$ cat config.mk
export PLATFORM = sky130hd
export DESIGN_NAME = ttc_frame_decoder
export DESIGN_NICKNAME = d
export VERILOG_FILES = /design/src/rtl/ttc_pkg.sv /design/src/rtl/ttc_bunch_counter.sv /design/src/rtl/ttc_frame_decoder.sv
export SDC_FILE = /design/constraint.sdc
export NUM_CORES = 1
export LEC_CHECK = 0
export CORE_MARGIN = 2
export CORE_UTILIZATION = 50
export CTS_BUF_LIST = sky130_fd_sc_hd__clkbuf_8
export CTS_CLUSTER_DIAMETER = 150
export DETAILED_ROUTE_END_ITERATION = 10
export PLACE_DENSITY = 0.8
export SYNTH_ARGS = -nofsm -noshare
export SYNTH_HDL_FRONTEND = slang
export SYNTH_SLANG_ARGS = --single-unit
export TNS_END_PERCENT = 1
$ cat constraint.sdc
create_clock -name clk_40 -period 1.55 [get_ports clk_40]
set_input_delay 0.31 -clock clk_40 [delete_from_list [all_inputs] [get_ports clk_40]]
set_output_delay 0.31 -clock clk_40 [all_outputs]
set_load 0.01 [all_outputs]
$ cat src/rtl/ttc_pkg.sv
// ---------------------------------------------------------------------------
// ttc_pkg
// Shared definitions for the TTC receive-side frame decoder.
//   TTC_IDLE_SYM / TTC_START_SYM : line symbols with fixed meaning
//   ttc_state_t                  : deframer state
//   ttc_cmd_t                    : the four command bits carried by a frame
//   ttc_cmd_par()                : odd-parity bit expected in the PAR slot
// ---------------------------------------------------------------------------
package ttc_pkg;

    localparam logic [1:0] TTC_IDLE_SYM  = 2'b00;
    localparam logic [1:0] TTC_START_SYM = 2'b11;

    typedef enum logic [1:0] {
        IDLE = 2'b00,
        SYM1 = 2'b01,
        SYM2 = 2'b10,
        PAR  = 2'b11
    } ttc_state_t;

    typedef struct packed {
        logic trig;
        logic bcr;
        logic evr;
        logic mr;
    } ttc_cmd_t;

    localparam ttc_cmd_t TTC_CMD_NONE = ttc_cmd_t'(4'b0000);

    // Odd parity over the command bits: the frame carries ~^{trig,bcr,evr,mr}.
    function automatic logic ttc_cmd_par(input ttc_cmd_t cmd);
        return ~(^cmd);
    endfunction

endpackage

$ cat src/rtl/ttc_bunch_counter.sv
// ---------------------------------------------------------------------------
// ttc_bunch_counter
// Free-running bunch-crossing counter. Counts 0..BC_ROLLOVER and wraps to 0;
// a load request replaces the next value with BCR_OFFSET.
// Ports:
//   clk        in   1           clock
//   rst        in   1           synchronous reset, active-high (counter -> 0)
//   load       in   1           next value = BCR_OFFSET
//   bcid_next  out  BCID_WIDTH  value the counter takes at the coming edge
//                               (i.e. the BCID of the following cycle)
// ---------------------------------------------------------------------------
module ttc_bunch_counter #(
    parameter int BCID_WIDTH  = 12,
    parameter int BC_ROLLOVER = 3563,
    parameter int BCR_OFFSET  = 0
) (
    input  logic                  clk,
    input  logic                  rst,
    input  logic                  load,
    output logic [BCID_WIDTH-1:0] bcid_next
);

    localparam logic [BCID_WIDTH-1:0] ROLL_C = BCID_WIDTH'(BC_ROLLOVER);
    localparam logic [BCID_WIDTH-1:0] OFFS_C = BCID_WIDTH'(BCR_OFFSET);
    localparam logic [BCID_WIDTH-1:0] ONE_C  = BCID_WIDTH'(1);
    localparam logic [BCID_WIDTH-1:0] ZERO_C = {BCID_WIDTH{1'b0}};

    logic [BCID_WIDTH-1:0] bcid_r;
    logic [BCID_WIDTH-1:0] bcid_next_s;

    // Next-count selection: offset load wins over rollover and increment.
    always_comb begin
        bcid_next_s = bcid_r;
        if (load) begin
            bcid_next_s = OFFS_C;
        end else if (bcid_r == ROLL_C) begin
            bcid_next_s = ZERO_C;
        end else begin
            bcid_next_s = bcid_r + ONE_C;
        end
    end

    // Counter register.
    always_ff @(posedge clk) begin
        if (rst) begin
            bcid_r <= ZERO_C;
        end else begin
            bcid_r <= bcid_next_s;
        end
    end

    assign bcid_next = bcid_next_s;

endmodule

$ cat src/rtl/ttc_frame_decoder.sv
// ---------------------------------------------------------------------------
// ttc_frame_decoder
// Deframes the 2-bit/cycle TTC symbol stream (start, {trig,bcr}, {evr,mr},
// {par,stop}) and emits registered one-cycle command pulses. Keeps the
// BCID/EVID counters and tags each trigger with their values in the trigger
// cycle. Bad parity/stop or a stray non-idle symbol in IDLE raises frame_err
// and drops the frame's commands.
// Optional feature: define TTC_ERR_CNT_EN to get a saturating error counter
// on err_count; otherwise err_count is constant 0.
// Ports:
//   clk_40        in   1           40 MHz clock
//   rst_40        in   1           synchronous reset, active-high
//   encode_ttc    in   2           symbol stream, one symbol per clock
//   trigger       out  1           decoded L1 trigger pulse
//   bc_reset      out  1           decoded bunch-counter reset pulse
//   event_reset   out  1           decoded event-counter reset pulse
//   master_reset  out  1           decoded master reset pulse
//   trig_bcid     out  BCID_WIDTH  BCID tag, valid with trigger
//   trig_evid     out  EVID_WIDTH  EVID tag, valid with trigger
//   frame_err     out  1           frame error pulse
//   err_count     out  8           saturating error count
// ---------------------------------------------------------------------------
module ttc_frame_decoder
    import ttc_pkg::*;
#(
    parameter int BCID_WIDTH  = 12,
    parameter int BC_ROLLOVER = 3563,
    parameter int BCR_OFFSET  = 0,
    parameter int EVID_WIDTH  = 12
) (
    input  logic                  clk_40,
    input  logic                  rst_40,
    input  logic [1:0]            encode_ttc,
    output logic                  trigger,
    output logic                  bc_reset,
    output logic                  event_reset,
    output logic                  master_reset,
    output logic [BCID_WIDTH-1:0] trig_bcid,
    output logic [EVID_WIDTH-1:0] trig_evid,
    output logic                  frame_err,
    output logic [7:0]            err_count
);

    localparam logic [EVID_WIDTH-1:0] EVID_ONE_C  = EVID_WIDTH'(1);
    localparam logic [EVID_WIDTH-1:0] EVID_ZERO_C = {EVID_WIDTH{1'b0}};
    localparam logic [BCID_WIDTH-1:0] BCID_ZERO_C = {BCID_WIDTH{1'b0}};

    ttc_state_t            state_r;
    ttc_state_t            state_next_s;
    ttc_cmd_t              cmd_r;
    ttc_cmd_t              cmd_next_s;
    ttc_cmd_t              pulse_next_s;
    logic                  err_next_s;

    logic                  trigger_r;
    logic                  bc_reset_r;
    logic                  event_reset_r;
    logic                  master_reset_r;
    logic                  frame_err_r;
    logic [BCID_WIDTH-1:0] trig_bcid_r;
    logic [EVID_WIDTH-1:0] trig_evid_r;
    logic [EVID_WIDTH-1:0] evid_r;
    logic [EVID_WIDTH-1:0] evid_next_s;
    logic [BCID_WIDTH-1:0] bcid_next_s;
    logic                  bc_load_s;

    // FSM state register.
    always_ff @(posedge clk_40) begin
        if (rst_40) begin
            state_r <= IDLE;
        end else begin
            state_r <= state_next_s;
        end
    end

    // FSM next state: the start symbol only counts in IDLE, data slots are
    // taken unconditionally so 2'b11 there is ordinary data.
    always_comb begin
        state_next_s = IDLE;
        case (state_r)
            IDLE: begin
                if (encode_ttc == TTC_START_SYM) begin
                    state_next_s = SYM1;
                end else begin
                    state_next_s = IDLE;
                end
            end
            SYM1:    state_next_s = SYM2;
            SYM2:    state_next_s = PAR;
            PAR:     state_next_s = IDLE;
            default: state_next_s = IDLE;
        endcase
    end

    // FSM outputs: command-bit capture, then frame check in the PAR slot.
    always_comb begin
        cmd_next_s   = cmd_r;
        pulse_next_s = TTC_CMD_NONE;
        err_next_s   = 1'b0;
        case (state_r)
            IDLE: begin
                cmd_next_s = TTC_CMD_NONE;
                if ((encode_ttc != TTC_IDLE_SYM) && (encode_ttc != TTC_START_SYM)) begin
                    err_next_s = 1'b1;
                end else begin
                    err_next_s = 1'b0;
                end
            end
            SYM1: begin
                cmd_next_s.trig = encode_ttc[1];
                cmd_next_s.bcr  = encode_ttc[0];
            end
            SYM2: begin
                cmd_next_s.evr = encode_ttc[1];
                cmd_next_s.mr  = encode_ttc[0];
            end
            PAR: begin
                if ((encode_ttc[1] == ttc_cmd_par(cmd_r)) && (encode_ttc[0] == 1'b0)) begin
                    pulse_next_s = cmd_r;
                end else begin
                    err_next_s = 1'b1;
                end
            end
            default: begin
                cmd_next_s = TTC_CMD_NONE;
            end
        endcase
    end

    // Command capture and registered pulse outputs.
    always_ff @(posedge clk_40) begin
        if (rst_40) begin
            cmd_r          <= TTC_CMD_NONE;
            trigger_r      <= 1'b0;
            bc_reset_r     <= 1'b0;
            event_reset_r  <= 1'b0;
            master_reset_r <= 1'b0;
            frame_err_r    <= 1'b0;
        end else begin
            cmd_r          <= cmd_next_s;
            trigger_r      <= pulse_next_s.trig;
            bc_reset_r     <= pulse_next_s.bcr;
            event_reset_r  <= pulse_next_s.evr;
            master_reset_r <= pulse_next_s.mr;
            frame_err_r    <= err_next_s;
        end
    end

    // A bc_reset or master_reset pulse loads the offset at the end of its cycle.
    assign bc_load_s = bc_reset_r | master_reset_r;

    ttc_bunch_counter #(
        .BCID_WIDTH  (BCID_WIDTH),
        .BC_ROLLOVER (BC_ROLLOVER),
        .BCR_OFFSET  (BCR_OFFSET)
    ) u_bunch_counter (
        .clk       (clk_40),
        .rst       (rst_40),
        .load      (bc_load_s),
        .bcid_next (bcid_next_s)
    );

    // EVID next value: any reset pulse clears it (and beats the increment).
    always_comb begin
        evid_next_s = evid_r;
        if (master_reset_r || event_reset_r) begin
            evid_next_s = EVID_ZERO_C;
        end else if (trigger_r) begin
            evid_next_s = evid_r + EVID_ONE_C;
        end else begin
            evid_next_s = evid_r;
        end
    end

    // EVID counter register.
    always_ff @(posedge clk_40) begin
        if (rst_40) begin
            evid_r <= EVID_ZERO_C;
        end else begin
            evid_r <= evid_next_s;
        end
    end

    // Trigger tags: the counters' next values are exactly what they hold
    // during the trigger pulse cycle, so register those alongside the pulse.
    always_ff @(posedge clk_40) begin
        if (rst_40) begin
            trig_bcid_r <= BCID_ZERO_C;
            trig_evid_r <= EVID_ZERO_C;
        end else if (pulse_next_s.trig) begin
            trig_bcid_r <= bcid_next_s;
            trig_evid_r <= evid_next_s;
        end else begin
            trig_bcid_r <= trig_bcid_r;
            trig_evid_r <= trig_evid_r;
        end
    end

`ifdef TTC_ERR_CNT_EN
    logic [7:0] err_count_r;

    // Saturating frame-error counter, cleared by a decoded master reset.
    always_ff @(posedge clk_40) begin
        if (rst_40) begin
            err_count_r <= 8'h00;
        end else if (master_reset_r) begin
            err_count_r <= 8'h00;
        end else if (frame_err_r && (err_count_r != 8'hFF)) begin
            err_count_r <= err_count_r + 8'h01;
        end else begin
            err_count_r <= err_count_r;
        end
    end

    assign err_count = err_count_r;
`else
    assign err_count = 8'h00;
`endif

    assign trigger      = trigger_r;
    assign bc_reset     = bc_reset_r;
    assign event_reset  = event_reset_r;
    assign master_reset = master_reset_r;
    assign frame_err    = frame_err_r;
    assign trig_bcid    = trig_bcid_r;
    assign trig_evid    = trig_evid_r;

endmodule

---- Word-level counts from Yosys, hierarchy flattened ----
Index checks and enable logic that the tools add are counted.
operators by class
  bitwise gates (word level) .............. 5
  muxes and demuxes ....................... 13
  equal/unequal tests ..................... 7
  add/sub/neg operators ................... 2
  reduce and logical (&&, ||, !) cells .... 9
operator list
  kind                   count
  $mux 12                4
  $add 12x1->12 const B  2
  $eq 12x12->1 const B   1
  $mux 4                 2
  $pmux 2 s2             2
  $pmux 2 s4             1
  $eq 2x2->1 const B     3
  $reduce_bool 2->1      3
  $not 1->1              4
  $reduce_xor 4->1       1
  $mux 1                 3
  $reduce_or 3->1        1
  $eq 2x1->1 const B     1
  $logic_and 1x1->1      2
  $logic_not 2->1        1
  $ne 2x2->1 const B     1
  $pmux 1 s2             1
  $eq 1x1->1             1
  $logic_or 1x1->1       1
  $or 1x1->1             1
word-level totals
  input bits .............................. 4
  register bits ........................... 59

---- Depth between registers and ports, before layout ----
  depth in word-level cells ............... 6
  depth in mapped cells ................... 5
  mapped depth without buffers ............ 5

---- By module ----
Synthesis repeated with hierarchy kept, for this count alone.
unflattened totals
  cell total of the unflattened synthesis .. 300
  area, all modules ....................... 2637.5 sq um
by module, submodules not included
  module             instances  seq. area each (sq um)  area an instance (sq um)  cells an instance
  ttc_frame_decoder  1          940.9                   1991.9                    224
  ttc_bunch_counter  1          240.2                   645.6                     76

---- Worst setup path after synthesis ----
OpenSTA, ideal clock, no wires.
  kind .................................... reg2reg
  start ................................... reg trigger_r (netlist: trigger)
  end ..................................... reg trig_evid_r[3] (netlist: trig_evid[3])
  required time ........................... 1.479 ns
  library setup time ...................... 0.071 ns
  path slack .............................. -0.025 ns
  arrival time ............................ 1.505 ns
  path buffers ............................ 1
  cell stages (with the launch flop) ...... 6
  cell sequence ........................... dfxtp_1 > buf_4 > nand4_1 > xor2_1 > or4_1 > a21oi_1
between the ends
  cells in the longest elaborated chain, start to end .. 2
RTL lines
  element                 RTL line                  RTL
  from (decl)             ttc_frame_decoder.sv:55   logic trigger_r;
  from (signal assigned)  ttc_frame_decoder.sv:141  trigger_r <= pulse_next_s.trig;
  $mux 12                 ttc_frame_decoder.sv:168  end else if (trigger_r) begin
  $mux 12                 ttc_frame_decoder.sv:166  if (master_reset_r || event_reset_r) begin
  to (signal assigned)    ttc_frame_decoder.sv:192  trig_evid_r <= evid_next_s;
  to (signal assigned)    ttc_frame_decoder.sv:195  trig_evid_r <= trig_evid_r;
  to (decl)               ttc_frame_decoder.sv:61   logic [EVID_WIDTH-1:0] trig_evid_r;
No other way between the ends.
A chain may end at the register's enable or synchronous reset.

---- Final worst setup path ----
  start ................................... reg cmd_r[1] in the netlist's numbering
  end ..................................... reg trig_evid_r[3] (netlist: trig_evid[3])
between the ends
  cells in the longest elaborated chain, start to end .. 6
RTL lines
  element                 RTL line                  RTL
  from (decl)             ttc_frame_decoder.sv:50   ttc_cmd_t cmd_r;
  from (signal assigned)  ttc_frame_decoder.sv:140  cmd_r <= cmd_next_s;
  $reduce_xor 4->1        ttc_pkg.sv:32             return ~(^cmd);
  $not 1->1               ttc_pkg.sv:32
  $eq 1x1->1              ttc_frame_decoder.sv:118  if ((encode_ttc[1] == ttc_cmd_par(cmd_r)) && (encode_ttc[0] == 1'b0)) begin
  $logic_and 1x1->1       ttc_frame_decoder.sv:118
  $mux 4                  ttc_frame_decoder.sv:118
  $mux 4                  ttc_frame_decoder.sv:100  case (state_r)
No other way between the ends.

==> results_dict.tcl <==
set metrics [dict create \
    outcome "finished with violations" \
    violations "negative setup slack" \
    fin_worst_skew_ps 7.36 \
    tns_ps -19.5 \
    whs_path_depth 3 \
    yosysSeqAreaShare_pct 45.5 \
    clkLatencyLatePin_ps 340 \
    numCtsBuffers 9 \
    drive_above_1_share_pct 17.4 \
    placed_cells 382 \
    hpwl_um 3730 \
    first_global_vias 1988 \
    cts_tree "built" \
    dr.pass1.iters 4 \
    grt_overflow 0 \
    arrival_ps 1830 \
    dp_slack_ps -513 \
    row_count 26 \
    finalSetupViolCount 2 \
    path_max_fanout 12 \
    nets 336 \
    fmax_ghz 0.639 \
    via_count 2044 \
    synth_most_common_cell "dfxtp_1" \
    avgSynthCellArea_um2 9.48 \
    drc 0 \
    worstSetupStartpointType "flip-flop" \
    antenna_found_initial 0 \
    die_x_um 76.1 \
    coreArea_um2 5070 \
    min_period_over_period_pct 101 \
    netlist_top_cells_count "dfxtp_1 (59), nor2_1 (31), xnor2_1 (16)" \
    synth_ff_type "dfxtp_1" \
    power-per-cell-area_nw_per_um2 870 \
    grt_start_max_net_pins 28 \
    finalPower_w 0.00289 \
    ctsLongestPathBuffers 2 \
    num_antenna_cells 0 \
    holdPathEnd "bc_reset" \
    worst_ep_required_time_ps 1820 \
    gp_congestion 0.810 \
    dpl-instance-area_um2 3050 \
    ys_types 44 \
    die_y_um 76.1 \
    clock-sinks 59 \
    ir_worst_vdd_uv 712 \
    netlist.top_cell.by_area "dfxtp_1" \
    instances_no_fill 398 \
    async_flop_share_pct 0 \
    hold_viol 0 \
    htreeDepth 3 \
    ys_top_cells_by_area "dfxtp_1 (45%), xnor2_1 (5.4%), o32ai_1 (5.1%), nor2_1 (4.5%), ha_1 (3.9%)" \
    maxSlewViolCount 0 \
    worst_slack_ps -14.9 \
    rsz0062_at_grt "yes" \
    drtAntennaViolNets 0 \
    end_kind "flip-flop" \
    die_area_um2 5790 \
    path_clk_slew_ps 60 \
    yosysWarnings 0 \
    hold_start "encode_ttc[0]" \
    clockRootBuffer "clkbuf_8" \
    portBuffers 32 \
    vias_per_cell 5.14 \
    wl_per_cell_um 13.3 \
    r2r_start "cmd_r[1]" \
    grt_pass1_wl_um 8950 \
    r2r_cells 5 \
    min_period_ps 1560 \
    synth_cells 274 \
    io_pins 41 \
    reg2reg_slack_ps -10 \
    synth_edf_count 0 \
    synth_top_area_share_pct 45.5 \
    drv_cap 0 \
    r2r_end "trig_evid[3]" \
    netlist_area_um2 2600 \
    area_growth_pct 27.8 \
    synth_seq_cells 59 \
    fin_area_um2 3320 \
    grt.total_usage_pct 19.5 \
    leakage_nw 1.43 \
    path_class "flip-flop to flip-flop" \
    hp-class "input pin to flip-flop" \
    initial_utilization_pct 51.2 \
    wirelength_um 5300 \
    drt_iter0_drc 68 \
]
-- registers in the layout (all words and copies together), names as in the netlist --
register / cells
trig_bcid: 12
trigger: 1
u_bunch_counter.bcid_r: 12
event_reset: 1
frame_err: 1
bc_reset: 1
state_r: 2
cmd_r: 4
master_reset: 1
trig_evid: 12
evid_r: 12
-- worst max-delay path, stage by stage, from the launching register on --
cell     delay [ps]
dfxtp_2         350
xnor2_4         160
xor2_1          190
buf_4           190
or4_1           470
a21oi_1         150
-- area by class of cell --
type | count | area, µm²
tap | 70 | 87.6
clock buffer | 10 | 138
sequential | 59 | 1190
inverter | 14 | 52.6
multi-input combinational | 188 | 1340
timing repair buffer | 52 | 493
clock inverter | 5 | 22.5
fill | 431 | 1750
-- cell families after synthesis --
| family | after synthesis | share of synthesized area, % |
|---|---|---|
| and+or+nand+nor | 104 | 22.2 |
| DFF | 59 | 45.5 |
| AOI/OAI and AO/OA | 41 | 11.1 |
| buffers and inverters | 34 | 6.79 |
| xor gates and xnor gates | 24 | 9.20 |
| adders and majority gates | 8 | 3.85 |
| muxes | 3 | 1.20 |
| other | 1 | 0.144 |
-- power by group --
group / switching [W] / total (W) / leakage, nW / internal, W
sequential: 0.0000136 / 0.00155 / 0.480 / 0.00153
clock: 0.000556 / 0.00115 / 0.0943 / 0.000593
combinational: 0.000107 / 0.000194 / 0.857 / 0.0000870
-- metrics by stage --
step	hold WS, ps	utilization, %
after global routing	473	65.4
final	453	65.4
after floorplan	451	-
after global placement	464	60.1
after CTS	476	63.7
after detailed placement	468	60.1
-- layout by cell type, fill, tap and decap left out, types with 2 or more instances in the layout --
master / instances
a21oi_1: 11
and2_1: 4
buf_4: 20
clkbuf_8: 10
clkdlybuf4s50_1: 11
clkinv_2: 3
conb_1: 8
dfxtp_1: 52
dfxtp_2: 7
dlygate4sd2_1: 8
dlymetal6s2s_1: 13
ha_1: 6
ha_2: 2
inv_1: 16
mux2i_1: 2
nand2_1: 8
nand2b_1: 9
nand3_1: 8
nand4_1: 5
nor2_1: 31
nor2b_1: 3
nor3_1: 8
nor3_2: 3
nor3b_1: 4
nor4_1: 2
o21ai_0: 9
o32ai_1: 15
or3_1: 2
or3_4: 2
or4_1: 4
xnor2_1: 16
xnor2_4: 2
xor2_1: 5
-- worst max-delay path by stage --
stage	from	endpoint	slack [ps]	cells past startpoint
3_5_place_dp	encode_ttc[1]	trig_evid[0]	-510	6
5_1_grt	cmd_r[1]	trig_evid[3]	-100	5
6_report	cmd_r[1]	trig_evid[3]	-10	5
2_1_floorplan	u_bunch_counter.bcid_r[0]	u_bunch_counter.bcid_r[11]	30	5
3_3_place_gp	encode_ttc[1]	trig_evid[3]	-450	6
4_1_cts	cmd_r[1]	trig_evid[0]	-50	5
-- routing by layer --
| metal | vias to the layer above | wire [µm] | global-route usage [%] |
|---|---|---|---|
| met5 | - | 0 | 0 |
| met1 | 953 | 2410 | 23.2 |
| met2 | 40 | 2540 | 31.8 |
| li1 | 1040 | - | - |
| met3 | 11 | 235 | 6.40 |
| met4 | 0 | 110 | 9.64 |
-- timing repair --
action	in CTS	in global routing
pin swaps	3	2
buffers inserted	1	0
hold buffers	0	0
resized for setup	13	25
endpoints found under the setup margin	33	36
Power figures use the tool's default switching activity.
